==> src/rtl/pong_uart_pkg.sv <==
// Shared constants, frame-state encoding and small helpers for the paddle UART link.
// The optional PAD_UART_SMOOTH_EN build uses SMOOTH_STEP.
package pong_uart_pkg;

    localparam logic [7:0] SYNC_BYTE_DEF = 8'hA5;
    localparam logic [9:0] Y_MAX_DEF     = 10'd668;
    localparam logic [9:0] Y_RESET_DEF   = 10'd334;
    localparam logic [9:0] SMOOTH_STEP   = 10'd8;

    typedef enum logic [1:0] {
        WAIT_SYNC = 2'd0,
        GET_HI    = 2'd1,
        GET_LO    = 2'd2,
        GET_CHK   = 2'd3
    } frame_state_e;

    function automatic logic [9:0] clamp_y(input logic [9:0] y, input logic [9:0] y_max);
        return (y > y_max) ? y_max : y;
    endfunction

    function automatic logic [7:0] frame_chk(input logic [7:0] sync_b,
                                             input logic [7:0] hi_b,
                                             input logic [7:0] lo_b);
        return sync_b ^ hi_b ^ lo_b;
    endfunction

endpackage

==> src/rtl/pad_link_watchdog.sv <==
// Link-health timer: link_up rises on a good frame and falls after LINK_TIMEOUT
// timing ticks without one. The timer saturates so it never wraps back to "alive".
module pad_link_watchdog #(
    parameter int LINK_TIMEOUT = 60
) (
    input  logic clk,
    input  logic rst,
    input  logic timing_tick,
    input  logic good_frame,
    output logic link_up
);

    localparam int            TW    = $clog2(LINK_TIMEOUT + 1);
    localparam logic [TW-1:0] T_MAX = TW'(LINK_TIMEOUT);

    logic [TW-1:0] tmr_q;
    logic [TW-1:0] tmr_d;
    logic          link_q;
    logic          link_d;

    // Next-state for the timer and link flag; a good frame outranks a tick in the same cycle.
    always_comb begin
        tmr_d  = tmr_q;
        link_d = link_q;
        if (good_frame) begin
            tmr_d  = '0;
            link_d = 1'b1;
        end else if (timing_tick && (tmr_q != T_MAX)) begin
            tmr_d = tmr_q + TW'(1);
            if (tmr_d == T_MAX) begin
                link_d = 1'b0;
            end else begin
                link_d = link_q;
            end
        end else begin
            tmr_d  = tmr_q;
            link_d = link_q;
        end
    end

    // Timer and link flag registers.
    always_ff @(posedge clk or negedge rst) begin
        if (!rst) begin
            tmr_q  <= '0;
            link_q <= 1'b0;
        end else begin
            tmr_q  <= tmr_d;
            link_q <= link_d;
        end
    end

    assign link_up = link_q;

endmodule

==> src/rtl/pad_uart_decoder.sv <==
// Parses 4-byte UART frames (SYNC, Y_HI, Y_LO, CHK) into the player-2 paddle position.
// Define PAD_UART_SMOOTH_EN to slew the output toward each accepted value per timing tick.
module pad_uart_decoder
    import pong_uart_pkg::*;
#(
    parameter logic [9:0] Y_MAX        = Y_MAX_DEF,
    parameter logic [9:0] Y_RESET      = Y_RESET_DEF,
    parameter logic [7:0] SYNC_BYTE    = SYNC_BYTE_DEF,
    parameter int         LINK_TIMEOUT = 60,
    parameter int         BYTE_TIMEOUT = 2
) (
    input  logic       clk,
    input  logic       rst,
    input  logic       timing_tick,
    input  logic [7:0] rx_data,
    input  logic       rx_valid,
    output logic [9:0] y_pad_uart,
    output logic       y_valid,
    output logic       link_up,
    output logic [7:0] frame_err_cnt
);

    localparam int            BW     = $clog2(BYTE_TIMEOUT + 1);
    localparam logic [BW-1:0] BT_MAX = BW'(BYTE_TIMEOUT);

    frame_state_e  state_q, state_d;
    logic [7:0]    hi_q, hi_d;
    logic [7:0]    lo_q, lo_d;
    logic [BW-1:0] btmr_q, btmr_d;
    logic [7:0]    err_cnt_q;
    logic [9:0]    y_q;
    logic          y_valid_q;
    logic          byte_to_s;
    logic          good_frame_s;
    logic          frame_err_s;
    logic [9:0]    rx_y_s;

    // A byte in the same cycle as a tick wins, so the watchdog only fires on idle ticks.
    assign byte_to_s = (state_q != WAIT_SYNC) && !rx_valid && timing_tick &&
                       ((btmr_q + BW'(1)) == BT_MAX);
    assign rx_y_s    = clamp_y({hi_q[1:0], lo_q}, Y_MAX);

    // Frame state register.
    always_ff @(posedge clk or negedge rst) begin
        if (!rst) begin
            state_q <= WAIT_SYNC;
        end else begin
            state_q <= state_d;
        end
    end

    // Frame next-state; a sync value mid-frame is plain data, misalignment recovers via checks.
    always_comb begin
        state_d = state_q;
        if (rx_valid) begin
            case (state_q)
                WAIT_SYNC: state_d = (rx_data == SYNC_BYTE) ? GET_HI : WAIT_SYNC;
                GET_HI:    state_d = (rx_data[7:2] != 6'd0) ? WAIT_SYNC : GET_LO;
                GET_LO:    state_d = GET_CHK;
                GET_CHK:   state_d = WAIT_SYNC;
                default:   state_d = WAIT_SYNC;
            endcase
        end else if (byte_to_s) begin
            state_d = WAIT_SYNC;
        end else begin
            state_d = state_q;
        end
    end

    // Frame outputs: byte latches, inter-byte timer, accept and reject strobes.
    always_comb begin
        hi_d         = hi_q;
        lo_d         = lo_q;
        btmr_d       = btmr_q;
        good_frame_s = 1'b0;
        frame_err_s  = 1'b0;
        if ((state_q == WAIT_SYNC) || rx_valid) begin
            btmr_d = '0;
        end else if (timing_tick) begin
            btmr_d = byte_to_s ? '0 : (btmr_q + BW'(1));
        end else begin
            btmr_d = btmr_q;
        end
        if (rx_valid) begin
            case (state_q)
                WAIT_SYNC: frame_err_s = 1'b0;
                GET_HI: begin
                    if (rx_data[7:2] != 6'd0) begin
                        frame_err_s = 1'b1;
                    end else begin
                        hi_d = rx_data;
                    end
                end
                GET_LO:    lo_d = rx_data;
                GET_CHK: begin
                    if (rx_data == frame_chk(SYNC_BYTE, hi_q, lo_q)) begin
                        good_frame_s = 1'b1;
                    end else begin
                        frame_err_s = 1'b1;
                    end
                end
                default:   frame_err_s = 1'b0;
            endcase
        end else if (byte_to_s) begin
            frame_err_s = 1'b1;
        end else begin
            frame_err_s = 1'b0;
        end
    end

    // Frame datapath registers and the saturating reject counter.
    always_ff @(posedge clk or negedge rst) begin
        if (!rst) begin
            hi_q      <= 8'h00;
            lo_q      <= 8'h00;
            btmr_q    <= '0;
            err_cnt_q <= 8'h00;
        end else begin
            hi_q   <= hi_d;
            lo_q   <= lo_d;
            btmr_q <= btmr_d;
            if (frame_err_s && (err_cnt_q != 8'hFF)) begin
                err_cnt_q <= err_cnt_q + 8'd1;
            end else begin
                err_cnt_q <= err_cnt_q;
            end
        end
    end

`ifdef PAD_UART_SMOOTH_EN
    logic [9:0] target_q;
    logic [9:0] step_y_s;

    // One bounded step toward the target, landing exactly on it when close.
    always_comb begin
        step_y_s = y_q;
        if (y_q < target_q) begin
            step_y_s = ((target_q - y_q) > SMOOTH_STEP) ? (y_q + SMOOTH_STEP) : target_q;
        end else if (y_q > target_q) begin
            step_y_s = ((y_q - target_q) > SMOOTH_STEP) ? (y_q - SMOOTH_STEP) : target_q;
        end else begin
            step_y_s = y_q;
        end
    end

    // Accepted frames set the target; the visible position slews on ticks.
    always_ff @(posedge clk or negedge rst) begin
        if (!rst) begin
            target_q  <= Y_RESET;
            y_q       <= Y_RESET;
            y_valid_q <= 1'b0;
        end else begin
            target_q  <= good_frame_s ? rx_y_s : target_q;
            y_q       <= timing_tick ? step_y_s : y_q;
            y_valid_q <= timing_tick && (step_y_s != y_q);
        end
    end
`else
    // Accepted frames update the position directly.
    always_ff @(posedge clk or negedge rst) begin
        if (!rst) begin
            y_q       <= Y_RESET;
            y_valid_q <= 1'b0;
        end else begin
            y_q       <= good_frame_s ? rx_y_s : y_q;
            y_valid_q <= good_frame_s;
        end
    end
`endif

    pad_link_watchdog #(
        .LINK_TIMEOUT(LINK_TIMEOUT)
    ) u_link_wd (
        .clk        (clk),
        .rst        (rst),
        .timing_tick(timing_tick),
        .good_frame (good_frame_s),
        .link_up    (link_up)
    );

    assign y_pad_uart    = y_q;
    assign y_valid       = y_valid_q;
    assign frame_err_cnt = err_cnt_q;

endmodule
==> config.mk <==
export PLATFORM = sky130hd
export DESIGN_NAME = pad_uart_decoder
export DESIGN_NICKNAME = d
export VERILOG_FILES = /design/src/rtl/pong_uart_pkg.sv /design/src/rtl/pad_link_watchdog.sv /design/src/rtl/pad_uart_decoder.sv
export SDC_FILE = /design/constraint.sdc
export NUM_CORES = 1
export LEC_CHECK = 0
export BUFFER_PORTS_ARGS = -buffer_cell sky130_fd_sc_hd__buf_4
export CAP_MARGIN = 20
export CORE_ASPECT_RATIO = 1.5
export CORE_MARGIN = 2
export CORE_UTILIZATION = 40
export CTS_CLUSTER_SIZE = 20
export DETAILED_ROUTE_END_ITERATION = 10
export PLACE_DENSITY = 0.69
export SLEW_MARGIN = 30
export SYNTH_ARGS = -nofsm -noshare
export SYNTH_HDL_FRONTEND = slang
export SYNTH_HIERARCHICAL = 1
export SYNTH_SLANG_ARGS = --single-unit
==> constraint.sdc <==
create_clock -name clk -period 3.45 [get_ports clk]
set_clock_uncertainty 0.15 [all_clocks]
set_input_delay 0.345 -clock clk [delete_from_list [all_inputs] [get_ports clk]]
set_output_delay 0.345 -clock clk [all_outputs]
set_load 0.05 [all_outputs]
# Yosys cells after proc, flatten, opt, wreduce, memory -nomap -nowiden
# Cells that the tools add are included.
# word_totals
out_inout_bits	20
elab_cells	64
reg_bits	46
in_bits	12
# op_classes
reduce_logical	17
muxes	22
eq_ne	9
add_sub_neg	3
order_cmp	1
bitwise	3
# op_table
operator	count
$mux W2	6
$mux W6	2
$mux W1	11
$gt A10 B10 Y1 const B	1
$mux W10	1
$reduce_bool A2 Y1	5
$add A8 B1 Y8 const B	1
$eq A8 B8 Y1	1
$eq A8 B8 Y1 const B	1
$ne A8 B8 Y1 const B	1
$pmux W2 S4	1
$xor A8 B8 Y8	1
$add A6 B1 Y6 const B	1
$eq A2 B2 Y1 const B	3
$eq A6 B6 Y1 const B	1
$ne A6 B6 Y1 const B	1
$reduce_bool A6 Y1	1
$logic_and A1 B1 Y1	5
$not A4 Y4	1
$reduce_and A2 Y1	2
$reduce_and A3 Y1	1
$add A2 B1 Y2 const B	1
$eq A2 B1 Y1 const B	1
$logic_not A2 Y1	1
4 further kinds	4

# Longest topological paths before layout
# depth
depth_word	8
depth_mapped	9
ltp_nobuf	7

# Hierarchy
# The synthesis kept the hierarchy.
# by_module_without_submodules
mod	area_each_um2	cells_per_inst	seq_area_each_um2	instances
pad_uart_decoder	1923.1	154	982.2	1
pad_link_watchdog	430.4	46	175.2	1

# Worst setup path after synthesis
# OpenSTA, ideal clock, no wires.
# synth_path
kind	flip-flop to flip-flop
from	reg lo_q[2]
to	reg u_link_wd.tmr_q[1]
synth_period_minus_slack_ps	2756
path_buffers	3
required_ps	3164
path_stages_with_launch	10
arrival_ps	2471
setup_time_ps	136
setup_slack_ps	694
path_cell_list	dfrtp_1 > xnor3_1 > or4_4 > nor4_2 > buf_4 > buf_6 > buf_2 > and4b_1 > a32oi_1 > o311ai_1
# synth_via
elab_chain_cells	6
word_cells_on_any_way	7
classes_between	eq/ne (1); mux (4); bitwise (1); reduce/logical (1)
# synth_rtl
item	line_no	text
from (decl)	pad_uart_decoder.sv:28	logic [7:0] lo_q, lo_d;
from (signal assigned)	pad_uart_decoder.sv:120	lo_q <= lo_d;
$xor A8 B8 Y8 (*)	pong_uart_pkg.sv:24	return sync_b ^ hi_b ^ lo_b;
$eq A8 B8 Y1 (*)	pad_uart_decoder.sv:96	if (rx_data == frame_chk(SYNC_BYTE, hi_q, lo_q)) begin
$mux W1 (*)	pad_uart_decoder.sv:96	
$mux W1 (*)	pad_uart_decoder.sv:85	case (state_q)
$mux W1 (*)	pad_uart_decoder.sv:84	if (rx_valid) begin
via good_frame_s	pad_uart_decoder.sv:34	logic good_frame_s;
$mux W6 / $reduce_bool A2 Y1 (equally long branches)	n/a	
to (signal assigned)	pad_link_watchdog.sv:47	tmr_q <= tmr_d;
to (decl)	pad_link_watchdog.sv:16	logic [TW-1:0] tmr_q;
# Mark *: on every way through the listed nets, which the timed path passes. The rest lies on a longest branch.
# A chain may end at the register's enable or synchronous reset.

# Final worst setup path
# layout_path
from	reg lo_q[2]
to	reg u_link_wd.tmr_q[0]
# layout_via
elab_chain_cells	6
word_cells_on_any_way	7
classes_between	eq/ne (1); mux (4); bitwise (1); reduce/logical (1)
# layout_rtl
item	line_no
$xor A8 B8 Y8 (*)	pong_uart_pkg.sv:24
$eq A8 B8 Y1 (*)	pad_uart_decoder.sv:96
$mux W1 (*)	pad_uart_decoder.sv:96
$mux W1 (*)	pad_uart_decoder.sv:85
$mux W1 (*)	pad_uart_decoder.sv:84
$mux W6 / $reduce_bool A2 Y1 (equally long branches)	n/a
# Every way passes the cells marked *; elsewhere a longest branch is shown, timed or not.

==> run metrics <==
run status=finished, final reports clean; Routed WL per cell=15.15 µm; vertical extent of the die=97.95 µm; Post-Synthesis Cell Area=2354 µm²; P per Cell Area=647.6 nW/µm²; classification of the worst-slack hold path=primary input to flop; Die X-Extent=66.63 µm; category of the most critical setup path=flop to flop; most used flip-flop cell after synthesis=sky130_fd_sc_hd__dfrtp_1; share of the synthesized area in the top cell type=43.59%; insertion delay of the later-clocked pin in the worst-skew pair=0.29 ns; CP peak stage delay=0.59 ns; worst relative slew slack=58.91%; worst-path cell chain=xnor3_1 -> or4_4 -> nor4_4 -> buf_4 -> and4b_1 -> a32oi_1 -> o311ai_1; Leakage=approximately 1.3 nW; total global-route track usage=15.96%; register bit total from synthesis=46; sequential cell area=between 1000 and 1500 µm²; internal reg-to-reg setup slack=~0.65 ns; Critical Path Start Type=flop; endpoints failing hold=0; router iterations before antenna repair=4; total clock buffers created by CTS=5; antenna fix cells=0; post-route antenna net violation count=0; worst endpoint required time=around 3.5 ns; setup tns final=0 ns; count of buffers from port buffering=31; number of standard cells in the layout, taps in and fillers out=307; number of top-level pins=32; peak fanout along the critical path=31; Max Root-Sink Buffers=2; Final Wtd Congestion=0.7407; Critical-path top delay cell=sky130_fd_sc_hd__or4_4; share of the clock period used by the worst path=approximately four fifths; setup fix buffers added after clock tree synthesis=0; antenna violations before repair=0; number of nets in the final layout=250; crit end category=flop; total area of multi-input combinational cells=1114 µm²; unrepaired setup endpoints after global routing=false; Die ar.=~6500 µm²; clock tree sinks=46; Total Wirelength=roughly 4.7 mm; number of remaining DRC errors=0; effective utilization at floorplan=roughly 40%; CTS clock-pin slew for the worst setup and hold paths=0.08 ns; TritonCTS clock tree=done; Overflow after GRT=0; final period demand of the worst path=2.802 ns; placeable core region=around 5700 µm²; critical path data arrival time=2.82 ns; hold buffer count at CTS=1; number of distinct library cells after synthesis=51; MaxCap Viol Count=0; number of global-route vias before repair=1654; count of endpoints failing setup in the final report=0; htree depth=2; global-route wire length before repair=7.990 mm; per-instance average area after synthesis=11.77 µm²; register area share after synthesis=49.18%; number of slew-limit violations in the final report=0; ratio of cells with drive above 1 in the final layout=about a quarter; number of enable flip-flop cells after synthesis=0; Detail Placement HPWL=3.400 mm; largest cells by area after synthesis=sky130_fd_sc_hd__dfrtp_1 44%, sky130_fd_sc_hd__xnor3_1 5.7%, sky130_fd_sc_hd__dfstp_2 5.6%, sky130_fd_sc_hd__mux2_2 3.3%, sky130_fd_sc_hd__xor2_1 2.6%; number of DRC violations after detailed-routing iteration 0=between 70 and 80; vias per inst=5.388; total instance count after detailed placement=between 200 and 300; count of standard-cell rows=34; buffer type at the clock tree root=sky130_fd_sc_hd__clkbuf_8; Fill cells=approximately 540; total number of yosys warnings=6; pin count of the biggest net entering global routing=47; post-synthesis net count=between 200 and 250; actual transition at the worst max-transition pin=0.6099 ns; count of vias placed by the detailed router=1654; post-CTS resize count=0; highest attainable clock frequency=0.3569 GHz; cell count after synthesis=200; ys async rst share=100.0%; layout overhead on the synthesized area=17.07%; worst ir drop on vdd=0.3644 mV; library cell with the largest summed area after synthesis=sky130_fd_sc_hd__dfrtp_1
==> through the flow <==
stage	power [mW]	hold WS, ns	cell area, µm²	setup WS [ns]	util [%]
after detailed placement	1.463	0.2408	2654	0.5850	46.21
final	1.784	0.1252	2755	0.6481	47.97
after CTS	1.805	0.1189	2755	0.6389	47.97
after global routing	1.905	0.1165	2755	0.5197	47.97
after floorplan	1.275	-0.1006	2354	0.6936	-
after global placement	1.441	0.2398	2654	0.7591	46.21
==> logic make-up after synthesis <==
| logic type | Yosys count | share of synthesized area [%] |
|---|---|---|
| buffers and inverters | 20 | 3.881 |
| muxes | 13 | 6.326 |
| DFF | 46 | 49.18 |
| xor gates and xnor gates | 16 | 10.74 |
| and+or+nand+nor | 62 | 14.83 |
| AOI/OAI and AO/OA | 39 | 12.92 |
| adders and majority gates | 4 | 2.127 |
==> path summary, 6_finish.rpt <==
check	cells after the start	start	end
setup / recovery	7	lo_q[2]	u_link_wd/tmr_q[0]
hold / removal	2	rx_valid	btmr_q[0]
setup reg to reg	7	lo_q[2]	u_link_wd/tmr_q[0]
hold reg to reg	2	y_pad_uart[1]	y_pad_uart[1]
max in group asynchronous	2	rst	state_q[0]
min in group asynchronous	2	rst	u_link_wd/tmr_q[4]
==> synth_stat cells (4+ instances only) <==
library cell / n
sky130_fd_sc_hd__dfstp_2: 5
sky130_fd_sc_hd__inv_1: 13
sky130_fd_sc_hd__nand3_1: 10
sky130_fd_sc_hd__and2_1: 7
sky130_fd_sc_hd__a211oi_1: 7
sky130_fd_sc_hd__dfrtp_1: 41
sky130_fd_sc_hd__nor3_1: 6
sky130_fd_sc_hd__xnor3_1: 6
sky130_fd_sc_hd__nor2b_1: 4
sky130_fd_sc_hd__ha_1: 4
sky130_fd_sc_hd__mux2_2: 7
sky130_fd_sc_hd__mux2_1: 4
sky130_fd_sc_hd__a31oi_1: 4
sky130_fd_sc_hd__nand2_1: 7
sky130_fd_sc_hd__nor2_1: 10
sky130_fd_sc_hd__nand4_1: 5
sky130_fd_sc_hd__xor2_1: 7
sky130_fd_sc_hd__a21oi_1: 5
==> critical path: cells and delay by family, from the launching register on <==
family                 cells  cell delay, ns
AO/OA/AOI/OAI              2            0.31
flip-flops                 1            0.44
buffers and inverters      1            0.34
AND/OR/NAND/NOR            3            1.07
XOR/XNOR                   1            0.36
==> report_power, final <==
group	total, mW	leakage (nW)	switching [mW]	internal, mW
registers	0.827	0.577	0.171	0.656
logic	0.621	0.686	0.323	0.299
clock network	0.335	0.0482	0.173	0.162
==> registers in the layout (all words and copies together), names as in the netlist <==
| register | count |
|---|---|
| hi_q | 8 |
| lo_q | 8 |
| state_q | 2 |
| btmr_q | 2 |
| u_link_wd/link_up | 1 |
| u_link_wd/tmr_q | 6 |
| frame_err_cnt | 8 |
| y_pad_uart | 10 |
| y_valid | 1 |
==> layout make-up <==
cell class,instances,share of cell area (%)
Tap cell,72,3.270
Inverter,14,1.907
Clock inverter,1,0.1817
Clock buffer,7,3.134
Sequential cell,46,42.01
Multi-Input combinational cell,134,40.42
Timing Repair Buffer,33,9.083
==> cells in the final DEF (no fill, tap or decap), types with 6 or more instances in the layout <==
cell                       count
sky130_fd_sc_hd__a211oi_1      7
sky130_fd_sc_hd__and2_1        7
sky130_fd_sc_hd__buf_4        32
sky130_fd_sc_hd__clkbuf_8      6
sky130_fd_sc_hd__dfrtp_1      41
sky130_fd_sc_hd__inv_1        13
sky130_fd_sc_hd__mux2_2        7
sky130_fd_sc_hd__nand2_1       7
sky130_fd_sc_hd__nand3_1      10
sky130_fd_sc_hd__nor2_1       10
sky130_fd_sc_hd__nor3_1        6
sky130_fd_sc_hd__xnor3_1       6
sky130_fd_sc_hd__xor2_1        7
==> metal layers <==
layer | global-route usage (%) | share of wire [%] | wire, µm | vias up
met4 | 7.535 | 1.4 | 64 | 0
met5 | 0 | 0 | 0 | -
met1 | 21.36 | 43 | 2022 | 826
met2 | 25.38 | 53 | 2457 | 25
met3 | 2.074 | 2.3 | 107 | 5
li1 | - | - | - | 798
Note: power is estimated with default switching activity, not from simulation.
